<file path="config.mk">
export PLATFORM = sky130hd
export DESIGN_NAME = lcd_frame_arbiter
export DESIGN_NICKNAME = d
export VERILOG_FILES = /design/src/rtl/lcd_frame_arbiter.sv
export SDC_FILE = /design/constraint.sdc
export NUM_CORES = 1
export LEC_CHECK = 0
export BUFFER_PORTS_ARGS = -buffer_cell sky130_fd_sc_hd__buf_2
export CORE_ASPECT_RATIO = 1.4
export CORE_MARGIN = 2
export CORE_UTILIZATION = 50
export DETAILED_ROUTE_END_ITERATION = 8
export GPL_ROUTABILITY_DRIVEN = 0
export MAX_ROUTING_LAYER = met4
export PLACE_DENSITY_LB_ADDON = 0.05
export SYNTH_ARGS = -nofsm -noshare
export SYNTH_HDL_FRONTEND = slang
export SYNTH_SLANG_ARGS = --single-unit
</file>
<file path="constraint.sdc">
create_clock -name clk -period 3.4 [get_ports clk]
set_clock_uncertainty 0.1 [all_clocks]
set_input_delay 0.68 -clock clk [delete_from_list [all_inputs] [get_ports clk]]
set_output_delay 0.68 -clock clk [all_outputs]
set_load 0.01 [all_outputs]
</file>
<file path="src/rtl/lcd_frame_arbiter.sv">
// 32-character LCD frame with two round-robin arbitrated single-character writers
// and a one-position-per-cycle clear sweep.
module lcd_frame_arbiter #(
    parameter logic [7:0] CLR_CHAR = 8'h20
) (
    input  logic         clk,
    input  logic         rst,
    input  logic         req0,
    input  logic [4:0]   pos0,
    input  logic [7:0]   data0,
    output logic         ack0,
    input  logic         req1,
    input  logic [4:0]   pos1,
    input  logic [7:0]   data1,
    output logic         ack1,
    input  logic         clr,
    output logic         busy,
    output logic [255:0] chars,
    output logic         upd
);

    typedef enum logic {IDLE, CLEAR} state_t;

    state_t     state_reg, state_next;
    logic [4:0] idx_reg;
    logic       ack0_reg, ack1_reg, upd_reg;
    logic       last_reg;
    logic       grant0, grant1, clear_we;
    logic       elig0, elig1;

    always_ff @(posedge clk) begin
        if (rst) begin
            state_reg <= IDLE;
        end else begin
            state_reg <= state_next;
        end
    end

    always_comb begin
        state_next = state_reg;
        case (state_reg)
            IDLE:    if (clr) state_next = CLEAR;
            CLEAR:   if (idx_reg == 5'd31) state_next = IDLE;
            default: state_next = IDLE;
        endcase
    end

    // A requester whose ack is still high is releasing req and must not win again.
    assign elig0 = req0 && !ack0_reg;
    assign elig1 = req1 && !ack1_reg;

    always_comb begin
        grant0   = 1'b0;
        grant1   = 1'b0;
        clear_we = 1'b0;
        case (state_reg)
            IDLE: begin
                if (!clr) begin
                    grant0 = elig0 && (!elig1 || last_reg);
                    grant1 = elig1 && (!elig0 || !last_reg);
                end
            end
            CLEAR:   clear_we = 1'b1;
            default: ;
        endcase
    end

    always_ff @(posedge clk) begin
        if (rst) begin
            idx_reg  <= 5'd0;
            ack0_reg <= 1'b0;
            ack1_reg <= 1'b0;
            upd_reg  <= 1'b0;
            last_reg <= 1'b1;
        end else begin
            ack0_reg <= grant0;
            ack1_reg <= grant1;
            // The whole sweep counts as a single frame change, signalled once at its end.
            upd_reg  <= grant0 || grant1 || (clear_we && idx_reg == 5'd31);
            if (grant0) begin
                last_reg <= 1'b0;
            end else if (grant1) begin
                last_reg <= 1'b1;
            end
            idx_reg  <= clear_we ? idx_reg + 5'd1 : 5'd0;
        end
    end

    generate
        for (genvar gi = 0; gi < 32; gi++) begin : g_cell
            localparam logic [4:0] POS = 5'(gi);
            logic [7:0] cell_reg;

            always_ff @(posedge clk) begin
                if (rst) begin
                    cell_reg <= CLR_CHAR;
                end else if (clear_we && idx_reg == POS) begin
                    cell_reg <= CLR_CHAR;
                end else if (grant0 && pos0 == POS) begin
                    cell_reg <= data0;
                end else if (grant1 && pos1 == POS) begin
                    cell_reg <= data1;
                end
            end

            // Position 0 sits in the top byte so the bus reads left-to-right, top row first.
            assign chars[255 - 8*gi -: 8] = cell_reg;
        end
    endgenerate

    assign ack0 = ack0_reg;
    assign ack1 = ack1_reg;
    assign upd  = upd_reg;
    assign busy = (state_reg == CLEAR);

endmodule

</file>
Yosys cells after proc, flatten, opt, wreduce, memory -nomap -nowiden
Index checks and enable logic that the tools add are counted.

word-level totals
  ROM bits = 0
  output and inout port bits = 260
  bits of input ports = 31
  memory bits (writable) = 0
  bits in latches = 0
  bits in registers = 266
  memories kept = 0

operators by class
  equality and inequality tests = 93
  divide/modulo/power cells = 0
  shift-type cells = 0
  mux-type cells = 74
  multiply operators = 0
  reductions and logical operators = 178
  add/subtract/negate cells = 1
  bitwise operators = 2
  magnitude comparators = 0

operator list
  kind                                                                    count
  8-bit two-way mux                                                       64
  5-bit equality test (second input constant)                             48
  5-bit by 4-bit equality test with 1-bit output (second input constant)  24
  1-bit logical AND                                                       100
  2-bit nonzero test                                                      33
  2-bit OR reduction                                                      33
  5-bit by 3-bit equality test with 1-bit output (second input constant)  12
  5-bit by 2-bit equality test with 1-bit output (second input constant)  6
  5-bit by 1-bit equality test with 1-bit output (second input constant)  3
  5-bit zero test                                                         3
  1-bit two-way mux                                                       9
  5-bit by 1-bit adder with 5-bit output (second input constant)          1
  1-bit zero test                                                         5
  1-bit logical OR                                                        4
  1-bit NOT                                                               2
  1-bit case mux with 2 select lines                                      1

Depth between registers and ports, before layout
  word-level depth = 10
  gate-level depth with buffers = 9

Worst setup path before layout
No wires, ideal clock.

  kind = input -> register
  from = input port clr
  to = register g_cell[27].cell_reg[5]
  data arrival time = 2.394 ns
  buffers on the path = 2
  setup slack = 0.786 ns
  stages on the path = 7
  cells stage by stage = or4b_1 > buf_6 > or4_1 > buf_4 > a22oi_2 > a22oi_1 > or2_1

on the way
  cells in the longest elaborated chain, start to end = 4
  elaborated cells on any way between the ends = 8
  those cells by class = mux: 5; reduce/logical: 3

ends and longest elaborated chain
  element                                                         RTL line  RTL
  start: declaration                                              16        input logic clr,
  1-bit two-way mux                                               58        if (!clr) begin
  1-bit two-way mux                                               56        case (state_reg)
  1-bit logical AND, on equally long branches                     99, 101
  8-bit two-way mux / 2-bit nonzero test (equally long branches)  --
  end signal: assignment                                          100       cell_reg <= data0;
  end signal: assignment                                          102       cell_reg <= data1;
  end: declaration                                                92        logic [7:0] cell_reg;

Parallel ways exist; a longest one is shown, timed or not.
A chain may end at the register's enable or synchronous reset.

Worst setup path in the final report
  from = register state_reg (netlist: busy)
  to = register g_cell[27].cell_reg[5]

on the way
  cells in the longest elaborated chain, start to end = 3
  elaborated cells on any way between the ends = 9
  those cells by class = mux: 4; reduce/logical: 5

ends and longest elaborated chain
  element                                          RTL line     RTL
  start: declaration                               24           state_t state_reg, state_next;
  start signal: assignment                         35           state_reg <= state_next;
  1-bit two-way mux                                56
  1-bit logical AND, on equally long branches      99, 101, 97
  8-bit two-way mux, or another cell as far along  99           end else if (grant0 && pos0 == POS) begin

Parallel ways exist; a longest one is shown, timed or not.

==> implementation parameters <==
Parameter                              Value

Clocking
  CTS H-Tree Depth ... 1
  Clock-pin transition on the worst setup and hold timing paths ... roughly 0.07 ns
  Number of buffers between clock root and the deepest sink ... 3
  Post-cts gate resize count ... 0
  Post-CTS setup repair buffer count ... 0
  Number of hold buffers added after cts ... 0
  CTS tree ... built
  Number of buffers created by CTS ... 26
  Clock network latency to the later pin of the worst-skew pair ... roughly 0.55 ns
  Clock tree root buffer cell ... clkbuf_16
  Sinks on the clock net ... 266

Critical path
  Startpoint of the lowest-slack register-to-register path ... busy$_SDFF_PP0_
  Delay of the slowest critical-path stage ... 0.70 ns
  Crit Path Max Fanout ... 15
  WP data arrival ... between 3 and 4 ns
  Library cell contributing the largest single delay on the critical path ... or4b_1
  Top Family by Delay on Critical Path ... simple AND/OR/NAND/NOR gates
  Required time at the worst-slack endpoint ... roughly 3.8 ns
  Critical path buffers and inverters ... 1
  Register-to-register setup slack ... 0.59 ns
  Critical Path Start Type ... register
  Number of cells traversed by the worst register-to-register path ... 6
  Start-to-end type of the worst setup path ... reg -> reg
  Setup crit end kind ... register
  Destination of the worst register-to-register timing path ... g_cell[27].cell_reg[5]$_SDFFE_PP1P_
  Cells along the critical path ... buf_4 -> or4b_1 -> nor4_4 -> nand2_1 -> a22oi_1 -> or2_1

GRT
  Total global routing track utilization ... a little over a third
  Grt ovf ... 0
  Pin count of the biggest net entering global routing ... 40
  Antenna violations before repair ... 0
  Global-route wire length before repair ... 71300 um
  Number of global-route vias before repair ... about 12000

STA
  Final hold violations ... 0
  Worst slew pin tran ... approximately 1.2 ns
  Max Slew Vio Count ... 0
  Setup Viol. Count Final ... 0
  Worst slew margin relative to its limit ... 18.8%
  Highest achievable clock rate ... 356 MHz
  Summed negative setup slack over all endpoints ... 0 ns
  Final critical-path required period ... approximately 2.8 ns
  Final period utilization ... roughly 83%
  RSZ-0062 raised after global routing ... false

Layout
  Commonest cells after routing, fill and taps aside ... buf_2 (290), dfxtp_1 (266), mux2i_1 (182), nor2_1 (132), o21ai_0 (130)
  Seq. cell area ... between 0.005 and 0.006 mm^2
  Nets@finish ... ~1700
  Number of flip-flops in the largest register ... approximately 260
  Most common cell after layout, fill and taps aside ... buf_2
  Post-route cell area ... roughly 0.015 mm^2
  Count of antenna diodes in the layout ... 0
  Layout fillers ... approximately 2300
  Area of the multi-input gates ... 0.00690 mm^2
  Area Growth Syn to Fin ... 19.8%
  Share of layout cells above drive strength 1 ... 23.7%

Place
  # port buffers ... 290
  HPWL reported at the end of detailed placement ... ~32000 um
  Area after DPL ... between 0.01 and 0.015 mm^2

Yosys
  Number of flops mapped to enable cells by yosys ... 0
  Mean cell area of the mapped netlist ... slightly below 9 um^2
  Yosys warning total ... 0
  FFs w/ async S/R, synth ... 0%
  Sequential-to-total area share from yosys stat ... between 40% and 50%
  Top flip-flop cell by instance count after synthesis ... dfxtp_1
  Cell count after synthesis ... around 1500
  Synthesized net count ... approximately 1500
  Number of library cell types mapped by synthesis ... 67
  Number of storage elements in the synthesis netlist ... approximately 270
  Cell Area, Synth ... around 0.013 mm^2

Floorplan
  IO Count ... between 200 and 300
  Total die area ... about 0.027 mm^2
  Chip height ... about 190 um
  Core area ... around 0.025 mm^2
  Chip width ... between 100 and 150 um
  Initial Util ... 50.7%
  Number of standard-cell rows in the floorplan ... 69

Power and ir drop
  Pwr dens ... 445 mW/mm^2
  Worst vdd rail ir drop ... roughly 380 uV
  Overall power consumption ... 0.00682 W
  Static leakage ... 6.61 nW

Detailed routing
  DR vias/cell ... between 6 and 7
  Residual DRC ... 0
  First drt pass iteration count ... 6
  Count of antenna-violating nets left after detailed routing ... 0
  Count of vias placed by the detailed router ... 12638
  First-iteration detailed-routing DRC count ... 1003
  Routed len/inst ... 23.7 um
  Drt total wl ... just under 50000 um

Min path
  End of the worst hold path ... busy$_SDFF_PP0_
  Kind of path behind the tightest hold check ... in -> reg
  WHS Path Cells ... 3
  Start point of the worst min-delay path ... clr

Job
  Maximum capacitance violations ... 0

Outcome
  Run status ... finished clean
[metal layers]
metal	vias to the layer above	part of all wire, %	wire, um	track usage [%]
met4	0	4.3	2080	14.7
li1	5817	-	-	-
met2	640	49	23500	59.3
met5	-	0	0	-
met1	6041	39	18800	41.5
met3	140	7.8	3730	5.68
[cell usage after synthesis, drive strengths merged (19+ instances only)]
master,instances,area (um^2)
clkbuf,95,357
a211oi,83,623
nand2,112,433
a31oi,25,156
nand2b,19,119
mux2i,182,1820
a21oi,127,636
dfxtp,266,5330
nor3,36,236
buf,21,135
nand3,38,195
nor2,135,514
o21ai,132,661
[kinds of logic (layout without fill, tap and decap cells)]
group | count (synthesis) | in the layout | synth area share (%)
multiplexers | 182 | 182 | 14.3
adder cells (fa/ha/maj) | 6 | 6 | 0.588
flip-flops | 266 | 266 | 41.7
AO/OA/AOI/OAI | 448 | 448 | 21.8
AND/OR/NAND/NOR | 421 | 421 | 17.2
XOR/XNOR | 2 | 2 | 0.137
buffers and inverters | 133 | 386 | 4.35
[cell type report]
type                       instances  share of cell area (%)
inverter                          17                   0.417
sequential                       266                    34.8
timing repair buffer             324                    11.2
multi-input combinational       1059                    45.1
tap                              319                    2.61
clock buffer                      37                    5.11
clock inverter                     8                   0.842
[worst max path at each step]
stage	end	slack, ns	depth (start not counted)	from
finish	g_cell[27].cell_reg[5]$_SDFFE_PP1P_	0.59	6	busy$_SDFF_PP0_
global route	g_cell[17].cell_reg[7]$_SDFFE_PP0P_	0.38	5	ack1$_SDFF_PP0_
CTS	g_cell[7].cell_reg[2]$_SDFFE_PP0P_	0.67	7	busy$_SDFF_PP0_
detailed placement	g_cell[25].cell_reg[3]$_SDFFE_PP0P_	0.38	6	clr
global placement	g_cell[25].cell_reg[7]$_SDFFE_PP0P_	0.37	6	clr
floorplan	g_cell[27].cell_reg[5]$_SDFFE_PP1P_	0.79	7	clr
[worst min-delay path, delay by kind of cell]
kind | cells | cell delay (ns)
buffers and inverters | 1 | 0.14
and+or+nand+nor | 2 | 0.14
[through the flow]
step	hold WS (ns)	worst slack [ns]	utilization, %	instances
floorplan	0.345	0.786	-	1458
global placement	0.340	0.373	57.1	1985
detailed placement	0.348	0.377	57.1	1985
CTS	0.345	0.671	60.7	2030
global route	0.380	0.382	60.7	2030
finish	0.348	0.589	60.7	2030
[report_power, final]
part,internal [W],switching [W],total [W]
clock network,0.00182,0.00129,0.00311
logic,0.000127,0.000421,0.000548
registers,0.00314,0.0000168,0.00316
total,0.00509,0.00173,0.00682
Note: power is estimated with default switching activity, not from simulation.
